<file path="config.mk">
export PLATFORM = sky130hd
export DESIGN_NAME = bcd_counter_display
export DESIGN_NICKNAME = d
export VERILOG_FILES = /design/src/rtl/bcd_counter_display.sv
export SDC_FILE = /design/constraint.sdc
export NUM_CORES = 1
export LEC_CHECK = 0
export ABC_AREA = 1
export CELL_PAD_IN_SITES_DETAIL_PLACEMENT = 0
export CELL_PAD_IN_SITES_GLOBAL_PLACEMENT = 2
export CORE_MARGIN = 3
export CORE_UTILIZATION = 29
export DETAILED_ROUTE_END_ITERATION = 12
export PLACE_DENSITY = 0.74
export RECOVER_POWER = 100
export SETUP_SLACK_MARGIN = 0.5
export SLEW_MARGIN = 10
export SYNTH_ARGS = -nofsm -noshare
export SYNTH_HDL_FRONTEND = slang
export SYNTH_SLANG_ARGS = --single-unit
</file>
<file path="constraint.sdc">
create_clock -name clk -period 1.9 [get_ports clk]
set_clock_uncertainty 0.2 [all_clocks]
set_input_delay 0.38 -clock clk [delete_from_list [all_inputs] [get_ports clk]]
set_output_delay 0.38 -clock clk [all_outputs]
set_load 0.01 [all_outputs]
</file>
<file path="src/rtl/bcd_counter_display.sv">
// Up/down counter driven by debounced push-buttons, with a sequential double-dabble
// converter feeding DIGITS active-low seven-segment digits.
module bcd_counter_display #(
    parameter int unsigned WIDTH           = 8,
    parameter int unsigned DIGITS          = 4,
    parameter int unsigned DEBOUNCE_CYCLES = 16,
    parameter int unsigned SATURATE        = 0,
    parameter int unsigned BLANK_LEADING   = 0
) (
    input  logic                  clk,
    input  logic                  async_reset,
    input  logic [WIDTH-1:0]      data_input,
    input  logic                  ctrl_load,
    input  logic                  ctrl_clear,
    input  logic                  ctrl_inc,
    input  logic                  ctrl_dec,
    output logic [WIDTH-1:0]      data_output_led,
    output logic [8*DIGITS-1:0]   data_output_sevensegs,
    output logic                  display_valid,
    output logic                  limit_pulse
);

    localparam int unsigned BCD_W = 4 * DIGITS;
    localparam int unsigned SEG_W = 8 * DIGITS;
    localparam int unsigned DB_W  = (DEBOUNCE_CYCLES > 1) ? $clog2(DEBOUNCE_CYCLES) : 1;
    localparam int unsigned BIT_W = (WIDTH > 2) ? $clog2(WIDTH) : 1;
    localparam logic [WIDTH-1:0] CNT_MAX = '1;

    typedef enum logic [1:0] {
        S_IDLE   = 2'd0,
        S_SHIFT  = 2'd1,
        S_UPDATE = 2'd2
    } state_t;

    // Active-low seven-segment code for one BCD digit, DP off.
    function automatic logic [7:0] seg_lut(input logic [3:0] digit);
        logic [7:0] code;
        case (digit)
            4'd0:    code = 8'hC0;
            4'd1:    code = 8'hF9;
            4'd2:    code = 8'hA4;
            4'd3:    code = 8'hB0;
            4'd4:    code = 8'h99;
            4'd5:    code = 8'h92;
            4'd6:    code = 8'h82;
            4'd7:    code = 8'hF8;
            4'd8:    code = 8'h80;
            4'd9:    code = 8'h90;
            default: code = 8'hFF;
        endcase
        return code;
    endfunction

    // Full display image; leading zeros optionally blanked, DP of top digit marks truncation.
    function automatic logic [SEG_W-1:0] encode(input logic [BCD_W-1:0] bcd, input logic trunc);
        logic [SEG_W-1:0] seg;
        logic             lead;
        logic [3:0]       digit;
        seg  = '0;
        lead = 1'b1;
        for (int i = DIGITS - 1; i >= 0; i--) begin
            digit = bcd[4*i +: 4];
            if (digit != 4'd0) begin
                lead = 1'b0;
            end
            if ((BLANK_LEADING != 0) && lead && (i != 0)) begin
                seg[8*i +: 8] = 8'hFF;
            end else begin
                seg[8*i +: 8] = seg_lut(digit);
            end
        end
        if (trunc) begin
            seg[SEG_W-1] = 1'b0;
        end
        return seg;
    endfunction

    // ---------------- button conditioning (index 0 = inc, 1 = dec) ----------------
    logic [1:0]            sync1_q, sync2_q;
    logic [1:0]            level_q, level_d;
    logic [1:0]            prev_q;
    logic [1:0]            pulse_q;
    logic [1:0][DB_W-1:0]  db_cnt_q, db_cnt_d;

    always_comb begin
        level_d  = level_q;
        db_cnt_d = db_cnt_q;
        for (int b = 0; b < 2; b++) begin
            if (sync2_q[b] == level_q[b]) begin
                db_cnt_d[b] = '0;
            end else if (db_cnt_q[b] == DB_W'(DEBOUNCE_CYCLES - 1)) begin
                level_d[b]  = ~level_q[b];
                db_cnt_d[b] = '0;
            end else begin
                db_cnt_d[b] = db_cnt_q[b] + DB_W'(1);
            end
        end
    end

    always_ff @(posedge clk or negedge async_reset) begin
        if (!async_reset) begin
            sync1_q  <= '0;
            sync2_q  <= '0;
            level_q  <= '0;
            prev_q   <= '0;
            pulse_q  <= '0;
            db_cnt_q <= '0;
        end else begin
            sync1_q  <= {ctrl_dec, ctrl_inc};
            sync2_q  <= sync1_q;
            level_q  <= level_d;
            prev_q   <= level_q;
            pulse_q  <= level_q & ~prev_q;
            db_cnt_q <= db_cnt_d;
        end
    end

    // ---------------- counter ----------------
    logic [WIDTH-1:0] count_q, count_d;
    logic             limit_q, limit_d;
    logic             inc_pulse, dec_pulse;

    assign inc_pulse = pulse_q[0];
    assign dec_pulse = pulse_q[1];

    always_comb begin
        count_d = count_q;
        limit_d = 1'b0;
        if (ctrl_clear) begin
            count_d = '0;
        end else if (ctrl_load) begin
            count_d = data_input;
        end else if (inc_pulse && !dec_pulse) begin
            limit_d = (count_q == CNT_MAX);
            if (!((count_q == CNT_MAX) && (SATURATE != 0))) begin
                count_d = count_q + WIDTH'(1);
            end
        end else if (dec_pulse && !inc_pulse) begin
            limit_d = (count_q == '0);
            if (!((count_q == '0) && (SATURATE != 0))) begin
                count_d = count_q - WIDTH'(1);
            end
        end
    end

    always_ff @(posedge clk or negedge async_reset) begin
        if (!async_reset) begin
            count_q <= '0;
            limit_q <= 1'b0;
        end else begin
            count_q <= count_d;
            limit_q <= limit_d;
        end
    end

    // ---------------- double-dabble conversion FSM ----------------
    state_t            state_q, state_d;
    logic [WIDTH-1:0]  shift_q, shift_d;
    logic [WIDTH-1:0]  capt_q, capt_d;
    logic [WIDTH-1:0]  last_q, last_d;
    logic [BCD_W-1:0]  bcd_q, bcd_d, bcd_adj;
    logic [BIT_W-1:0]  bit_cnt_q, bit_cnt_d;
    logic              trunc_q, trunc_d;
    logic [SEG_W-1:0]  seg_q, seg_d;
    logic              valid_q, valid_d;

    always_comb begin
        bcd_adj = bcd_q;
        for (int i = 0; i < DIGITS; i++) begin
            if (bcd_q[4*i +: 4] >= 4'd5) begin
                bcd_adj[4*i +: 4] = bcd_q[4*i +: 4] + 4'd3;
            end
        end
    end

    always_comb begin
        state_d   = state_q;
        shift_d   = shift_q;
        capt_d    = capt_q;
        last_d    = last_q;
        bcd_d     = bcd_q;
        bit_cnt_d = bit_cnt_q;
        trunc_d   = trunc_q;
        seg_d     = seg_q;
        case (state_q)
            S_IDLE: begin
                if (count_q != last_q) begin
                    shift_d   = count_q;
                    capt_d    = count_q;
                    bcd_d     = '0;
                    bit_cnt_d = '0;
                    trunc_d   = 1'b0;
                    state_d   = S_SHIFT;
                end
            end
            S_SHIFT: begin
                bcd_d     = {bcd_adj[BCD_W-2:0], shift_q[WIDTH-1]};
                shift_d   = {shift_q[WIDTH-2:0], 1'b0};
                trunc_d   = trunc_q | bcd_adj[BCD_W-1];
                bit_cnt_d = bit_cnt_q + BIT_W'(1);
                if (bit_cnt_q == BIT_W'(WIDTH - 1)) begin
                    state_d = S_UPDATE;
                end
            end
            S_UPDATE: begin
                seg_d   = encode(bcd_q, trunc_q);
                last_d  = capt_q;
                state_d = S_IDLE;
            end
            default: begin
                state_d = S_IDLE;
            end
        endcase
        // Registered form of (state==IDLE && count==last_converted).
        valid_d = (state_d == S_IDLE) && (count_d == last_d);
    end

    always_ff @(posedge clk or negedge async_reset) begin
        if (!async_reset) begin
            state_q   <= S_IDLE;
            shift_q   <= '0;
            capt_q    <= '0;
            last_q    <= '0;
            bcd_q     <= '0;
            bit_cnt_q <= '0;
            trunc_q   <= 1'b0;
            seg_q     <= encode('0, 1'b0);
            valid_q   <= 1'b1;
        end else begin
            state_q   <= state_d;
            shift_q   <= shift_d;
            capt_q    <= capt_d;
            last_q    <= last_d;
            bcd_q     <= bcd_d;
            bit_cnt_q <= bit_cnt_d;
            trunc_q   <= trunc_d;
            seg_q     <= seg_d;
            valid_q   <= valid_d;
        end
    end

    assign data_output_led       = count_q;
    assign data_output_sevensegs = seg_q;
    assign display_valid         = valid_q;
    assign limit_pulse           = limit_q;

endmodule

</file>
==> run metrics, run 1 <==
Slowest cell on crit path=dfrtp_2; clock network power share=15.7%; flip-flop and latch count after synthesis=103; highest routed layer=met4; Core Region=17480 um^2; crit path time final=1.900 ns; PortBufs=52; Initial Util=29.95%; Final Wtd Congestion=0.8558; worst path bufs/invs=1; hold_sp=sync1_q[1]; routed wl met3=341 um; slew margin rel.=58.69%; setup ws final=-0.0001465 ns; CP top delay family=simple AND/OR/NAND/NOR gates; CP endpoint=display_valid; slew of the pin with the lowest slew margin=0.6196 ns; Synth Area in Simple Gates=22.35%; Crit. End Element=flip-flop; Final ANT Viol Nets=0; drt wl/cell=14.93 um; WP data arrival=1.99 ns; DP Cell Count=932; via/cell ratio=4.752; Yosys cell types=39; layout cells sized above 1=41.48%; crit path launch=data_output_led[0]; multiplexer share of the synthesized area=0%; final hold vios=0; GRT Total Usage=15.35%; Mean Syn Cell Area=8.255 um^2; # DRC=0; antenna cells=0; Setup TNS=-0.0001465 ns; Num CTS Buffers=9; vias in the first global route=4852; largest family of logic cells by synthesized area=simple AND/OR/NAND/NOR gates; Layout Cells excl Fill=1023; die area=19700 um^2; worst vdd ir=0.6903 mV; Synth Instances=634; clk root buf=clkbuf_16; Compound-Gate Fraction of Synth Area=11.43%; f_max=0.5263 GHz; Power Density=1506 nW/um^2; part of the power in combinational logic=54.3%; post-synthesis sequential area ratio=49.39%; CTS tree=built; Adder-Cell Fraction of Synth Area=6.455%; RSZ-0062 raised after global routing=yes; yosys warns=0; hold_ws=0.1501 ns; CP required=1.99 ns; DRT iter0 DRCs=184; Rows=48; clock input transition at the sequential cells of the worst setup and hold paths=0.07 ns; Reg-to-Reg Start=data_output_led[0]; Placed Area=6389 um^2; most frequent cells in the layout=nand2_1 (105), dfrtp_1 (83), nor2_1 (65), buf_4 (65), inv_1 (45); switching part of the total=40.88%; r2r worst-path depth=12; DR pass1 iterations=6; max-cap viol count=0; GR Overflow Total=0; first-pass GRT wire length=24.48 mm; routed vias=4861; Flop pwr share=30.0%; Internal Dissipation=7.240 mW; Top Ports=56; chip width=140.3 um; Net Sw Power=5.007 mW; CTS H-tree depth=3; xor/xnor share of the synthesized area=2.678%; crit start category=flip-flop; Design Area, Final=8133 um^2; Post-DP HPWL=9.785 mm; CTS sink cnt=103; CTS max path bufs=2; met1 WL=7.105 mm; Hold WC Path Type=flip-flop to flip-flop; DR WL met2=7.516 mm; Tcrit/Tclk final=100.0%; critical-path cell list=buf_6 -> xnor2_2 -> nand2_1 -> nor2_2 -> nand2_2 -> nand2_4 -> nand2_8 -> nor2_2 -> nand2_1 -> nor2_2 -> nand2_1 -> nor2_2; Top cell by count, worst path=nor2_2; Slew Viols, Final=0; instance count on the critical path=12; failing checks=negative setup slack; commonest non-fill, non-tap cell in the layout=nand2_1; antenna violations before repair=0; outcome=complete, but fails checks; Cell Area, Synth=5234 um^2; Area Growth Syn to Fin=55.39%; R2R Setup Slk=-0.0001 ns; Leak Pwr=3.874 nW; largest net degree at the start of global routing=38; Crit Path Max Fanout=6; Worst Setup Path Type=flip-flop to flip-flop; routed wire length=15.27 mm; NumNets Final=834; Die Height=140.3 um; worst skew pair latency=0.35 ns; reg2reg end=display_valid; Tot Pwr=12.25 mW; crit-path max cell delay=0.45 ns; Final Setup Violations=1
[through the flow]
stage / worst slack (ns) / utilization (%)
after floorplan: 0.1572 / -
after CTS: -0.003641 / 42.55
final: -0.0001465 / 46.53
after global routing: -0.1772 / 46.53
after detailed placement: -0.1927 / 36.56
after global placement: -0.1584 / 36.56
[synth_stat cells]
master | count | area [um^2]
a22o_1 | 2 | 17.52
or2_1 | 4 | 25.02
buf_4 | 3 | 22.52
xor2_1 | 5 | 43.79
inv_2 | 11 | 41.29
clkbuf_1 | 5 | 18.77
nand4_1 | 4 | 25.02
nand3_1 | 43 | 215.2
or2_0 | 1 | 6.260
o21ai_0 | 29 | 145.1
buf_2 | 9 | 45.04
a211oi_1 | 1 | 7.510
clkinv_1 | 5 | 18.77
o21ai_1 | 10 | 50.05
nor2_2 | 3 | 18.77
nor3_1 | 1 | 5.000
clkbuf_2 | 1 | 5.000
o22ai_1 | 10 | 62.56
conb_1 | 1 | 3.750
o32ai_1 | 3 | 26.28
dfstp_2 | 6 | 157.7
buf_6 | 1 | 11.26
or2_2 | 2 | 12.51
o211ai_1 | 8 | 60.06
a21oi_1 | 31 | 155.2
buf_1 | 1 | 3.750
a311oi_1 | 1 | 8.760
a2111oi_0 | 1 | 8.760
a31oi_1 | 6 | 37.54
nor2_1 | 93 | 349.1
inv_1 | 62 | 232.7
ha_1 | 27 | 337.8
dfrtp_1 | 97 | 2427
nand2_1 | 132 | 495.5
a32o_1 | 1 | 10.01
nand2_2 | 1 | 6.260
o21ai_2 | 1 | 8.760
xnor2_1 | 11 | 96.34
nand2_4 | 1 | 11.26
[power by group through the flow]
stage / registers, mW / clock network [mW] / logic (mW)
2_1_floorplan: 3.60 / 0 / 2.89
4_1_cts: 3.63 / 1.98 / 5.30
3_3_place_gp: 3.62 / 0 / 4.45
5_1_grt: 3.78 / 2.09 / 7.32
3_5_place_dp: 3.64 / 0 / 4.46
6_report: 3.67 / 1.92 / 6.65
[worst min-delay path by stage]
stage / depth (start not counted) / endpoint
after floorplan: 0 / bcd_q[0]
after detailed placement: 1 / data_output_sevensegs[18]
after global routing: 0 / sync2_q[0]
after global placement: 1 / data_output_sevensegs[18]
after CTS: 0 / sync2_q[1]
final: 0 / sync2_q[1]
[what timing repair did]
| action | CTS | global route |
|---|---|---|
| cloned | 3 | 4 |
| setup endpoints to repair | 118 | 121 |
| pin swaps | 31 | 20 |
| buffers inserted | 46 | 21 |
| hold endpoints to repair | 15 | 0 |
| hold buffers | 1 | 0 |
| resized for setup | 305 | 125 |
[kinds of logic after synthesis]
kind of cell | after synthesis
xor+xnor | 16
other cells | 1
fa+ha+maj | 27
compound gates | 104
flops | 103
simple gates | 285
buf+inv | 98
[flip-flops by register name, summed over array words and instances, names as in the netlist, 2 cells and up]
signal,flops
state_q,2
sync1_q,2
sync2_q,2
bcd_q,16
shift_q,8
db_cnt_q,8
data_output_led,8
pulse_q,2
bit_cnt_q,3
level_q,2
prev_q,2
last_q,8
capt_q,8
data_output_sevensegs,29
[final cells by class]
type / instances / area (um^2)
flip-flops and latches: 103 / 2603
well taps: 225 / 281.5
repair buffers: 165 / 1549
clock inverters: 3 / 42.54
clock buffers: 13 / 260.3
inverters: 78 / 329.1
fillers: 1666 / 9344
repair inverters: 1 / 11.26
multi-input cells: 435 / 3057
[per-layer routing]
layer / track usage, % / up-vias
met2: 25.08 / 69
met5: 0 / -
met1: 20.68 / 2397
li1: - / 2375
met4: 5.864 / 0
met3: 2.151 / 20
(Power assumes the default switching activity.)
==> inputs of run 2 (changes only) <==
--- a/config.mk
+++ b/config.mk
@@ -6,6 +6,7 @@
 export NUM_CORES = 1
 export LEC_CHECK = 0
 export ABC_AREA = 1
+export ABC_CLOCK_PERIOD_IN_PS = 1900
 export CELL_PAD_IN_SITES_DETAIL_PLACEMENT = 0
 export CELL_PAD_IN_SITES_GLOBAL_PLACEMENT = 2
 export CORE_MARGIN = 3
==> results of run 2 <==
Final layout, timing and power as in run 1 (identical DEF).
==> inputs of run 3 (changes only) <==
--- a/config.mk
+++ b/config.mk
@@ -7,6 +7,7 @@
 export LEC_CHECK = 0
 export ABC_AREA = 1
 export ABC_CLOCK_PERIOD_IN_PS = 1900
+export CAP_MARGIN = 40
 export CELL_PAD_IN_SITES_DETAIL_PLACEMENT = 0
 export CELL_PAD_IN_SITES_GLOBAL_PLACEMENT = 2
 export CORE_MARGIN = 3
==> results of run 3 <==
Final layout, timing and power as in run 1 (identical DEF).
==> variant: new RTL, flow settings as in run 2 <==
The parameter `DIGITS` goes from 4 to 3.
--- a/src/rtl/bcd_counter_display.sv
+++ b/src/rtl/bcd_counter_display.sv
@@ -4,3 +4,3 @@
     parameter int unsigned WIDTH           = 8,
-    parameter int unsigned DIGITS          = 4,
+    parameter int unsigned DIGITS          = 3,
     parameter int unsigned DEBOUNCE_CYCLES = 16,
Ports: changed (resized data_output_sevensegs); port bits go from 56 to 48. The function was not compared with the original's and may differ.
==> variant against run 2 <==
- the flow still finishes with violations (negative setup slack)
- sequential cell count is 11 lower
- die area decreased by 10%
- worst setup slack got worse by 14 ps
- wire length shrank 15%
- highest routed layer unchanged
- largest cell class unchanged
- area after synthesis shrank 11%
- total power decreased by 17%
- design area shrank 8.1%
==> variant: results (changes against run 2) <==
- Vias in the first global route: 4354 (-10%)
- GR Util met2: 25.8% (+0.77 points)
- First-pass GRT wire length: 21600 µm (-12%)
- Max FO, Critical Path: 7 (+1)
- Distinct cells, synth: 35 (-10%)
- Combinational power: 5090 µW (-23%)
- Placed cells: 874 (-6.2%)
- Met3 Usage GRT: 3.57% (+1.4 points)
- Filler instances: 1516 (-9.0%)
- Complex-gate fraction of the synthesized area: 11.8% (+0.34 points)
- Worst setup slack after layout: -14.2 ps (-14.1 ps)
- Clock power share: 18.3% (+2.6 points)
- Hpwl dp: 8650 µm (-12%)
- Largest register FFs: 22 (-24%)
- Share of cells above drive strength 1: 44.4% (+2.9 points)
- Wire per inst: 13.6 µm (-8.8%)
- Status: finished with violations
- Met1 WL: 5870 µm (-17%)
- Input/output buffers: 45 (-13%)
- GRT met1 Usage: 19.0% (-1.7 points)
- DRT Pass-1 Iters: 4 (-2)
- Setup TNS: -14.2 ps (-14.1 ps)
- Sequential area share after synthesis: 49.5% (+0.073 points)
- Leak: 0.00360 µW (-7.1%)
- GRT Util Overall: 15.0% (-0.33 points)
- Fin nets: 770 (-7.7%)
- Sw Share: 39.6% (-1.3 points)
- Failing checks: negative setup slack
- Worst Max-Slew Pin Slew: 995 ps (+375 ps)
- Max rail drop VDD: 0.566 mV (-18%)
- Count of final setup violators: 1 (unchanged)
- Met3 wire len: 414 µm (+21%)
- WL met2: 6560 µm (-13%)
- P_sw: 4000 µW (-20%)
-- variant: critical path, stage by stage, from the launching register on --
cell and delay [ps]:
dfrtp_2 480, inv_4 80, ha_4 170, nand3_4 90, o21ai_2 70, or2_4 220
nand3_2 80, nand2_2 60, nand2_2 60, nand2_2 60, nor2_4 110, nand2_1 70
nor2_1 90
-- variant: stage by stage --
| step | util, % | setup slack, ps | instance area [µm²] |
|---|---|---|---|
| 6_report | 48.3 | -14.2 | 7480 |
| 3_5_place_dp | 38.3 | -212 | 5940 |
| 2_1_floorplan | - | 193 | 4860 |
| 4_1_cts | 46.5 | -34.2 | 7200 |
| 5_1_grt | 48.3 | -123 | 7480 |
| 3_3_place_gp | 38.3 | -133 | 5940 |
-- variant: layout make-up --
cell class	count	area (µm²)	area share (%)
timing repair buffer	163	1480	19.8
sequential	92	2320	31.0
clock inverter	6	62.6	0.837
clock buffer	10	239	3.20
tap	211	264	3.53
multi-input combinational	383	2760	36.9
inverter	85	344	4.60
-- variant: worst min-delay path by stage --
stage	startpoint	endpoint	slack, ps	cells past startpoint
finish	sync1_q[1]	sync2_q[1]	150	0
floorplan	async_reset	bcd_q[0]	-120	0
detailed placement	async_reset	data_output_sevensegs[9]	70	1
global route	sync1_q[1]	sync2_q[1]	170	0
global placement	async_reset	data_output_sevensegs[11]	70	1
CTS	sync1_q[1]	sync2_q[1]	160	0
-- variant: cells by family (layout without fill, tap and decap cells) --
logic type                 Yosys count  in the layout
xor gates and xnor gates             8              8
other                                1              2
buffers and inverters              100            264
AOI/OAI and AO/OA                   91             91
adders and majority gates           22             22
and+or+nand+nor                    260            260
DFF                                 92             92
-- variant: timing repair --
action,CTS,global route
setup buffers,34,22
hold buffers,1,0
endpoints found under the setup margin,104,105
gates resized for setup,339,64
pin swaps,44,40
hold endpoints to repair,59,0
cloned,2,1
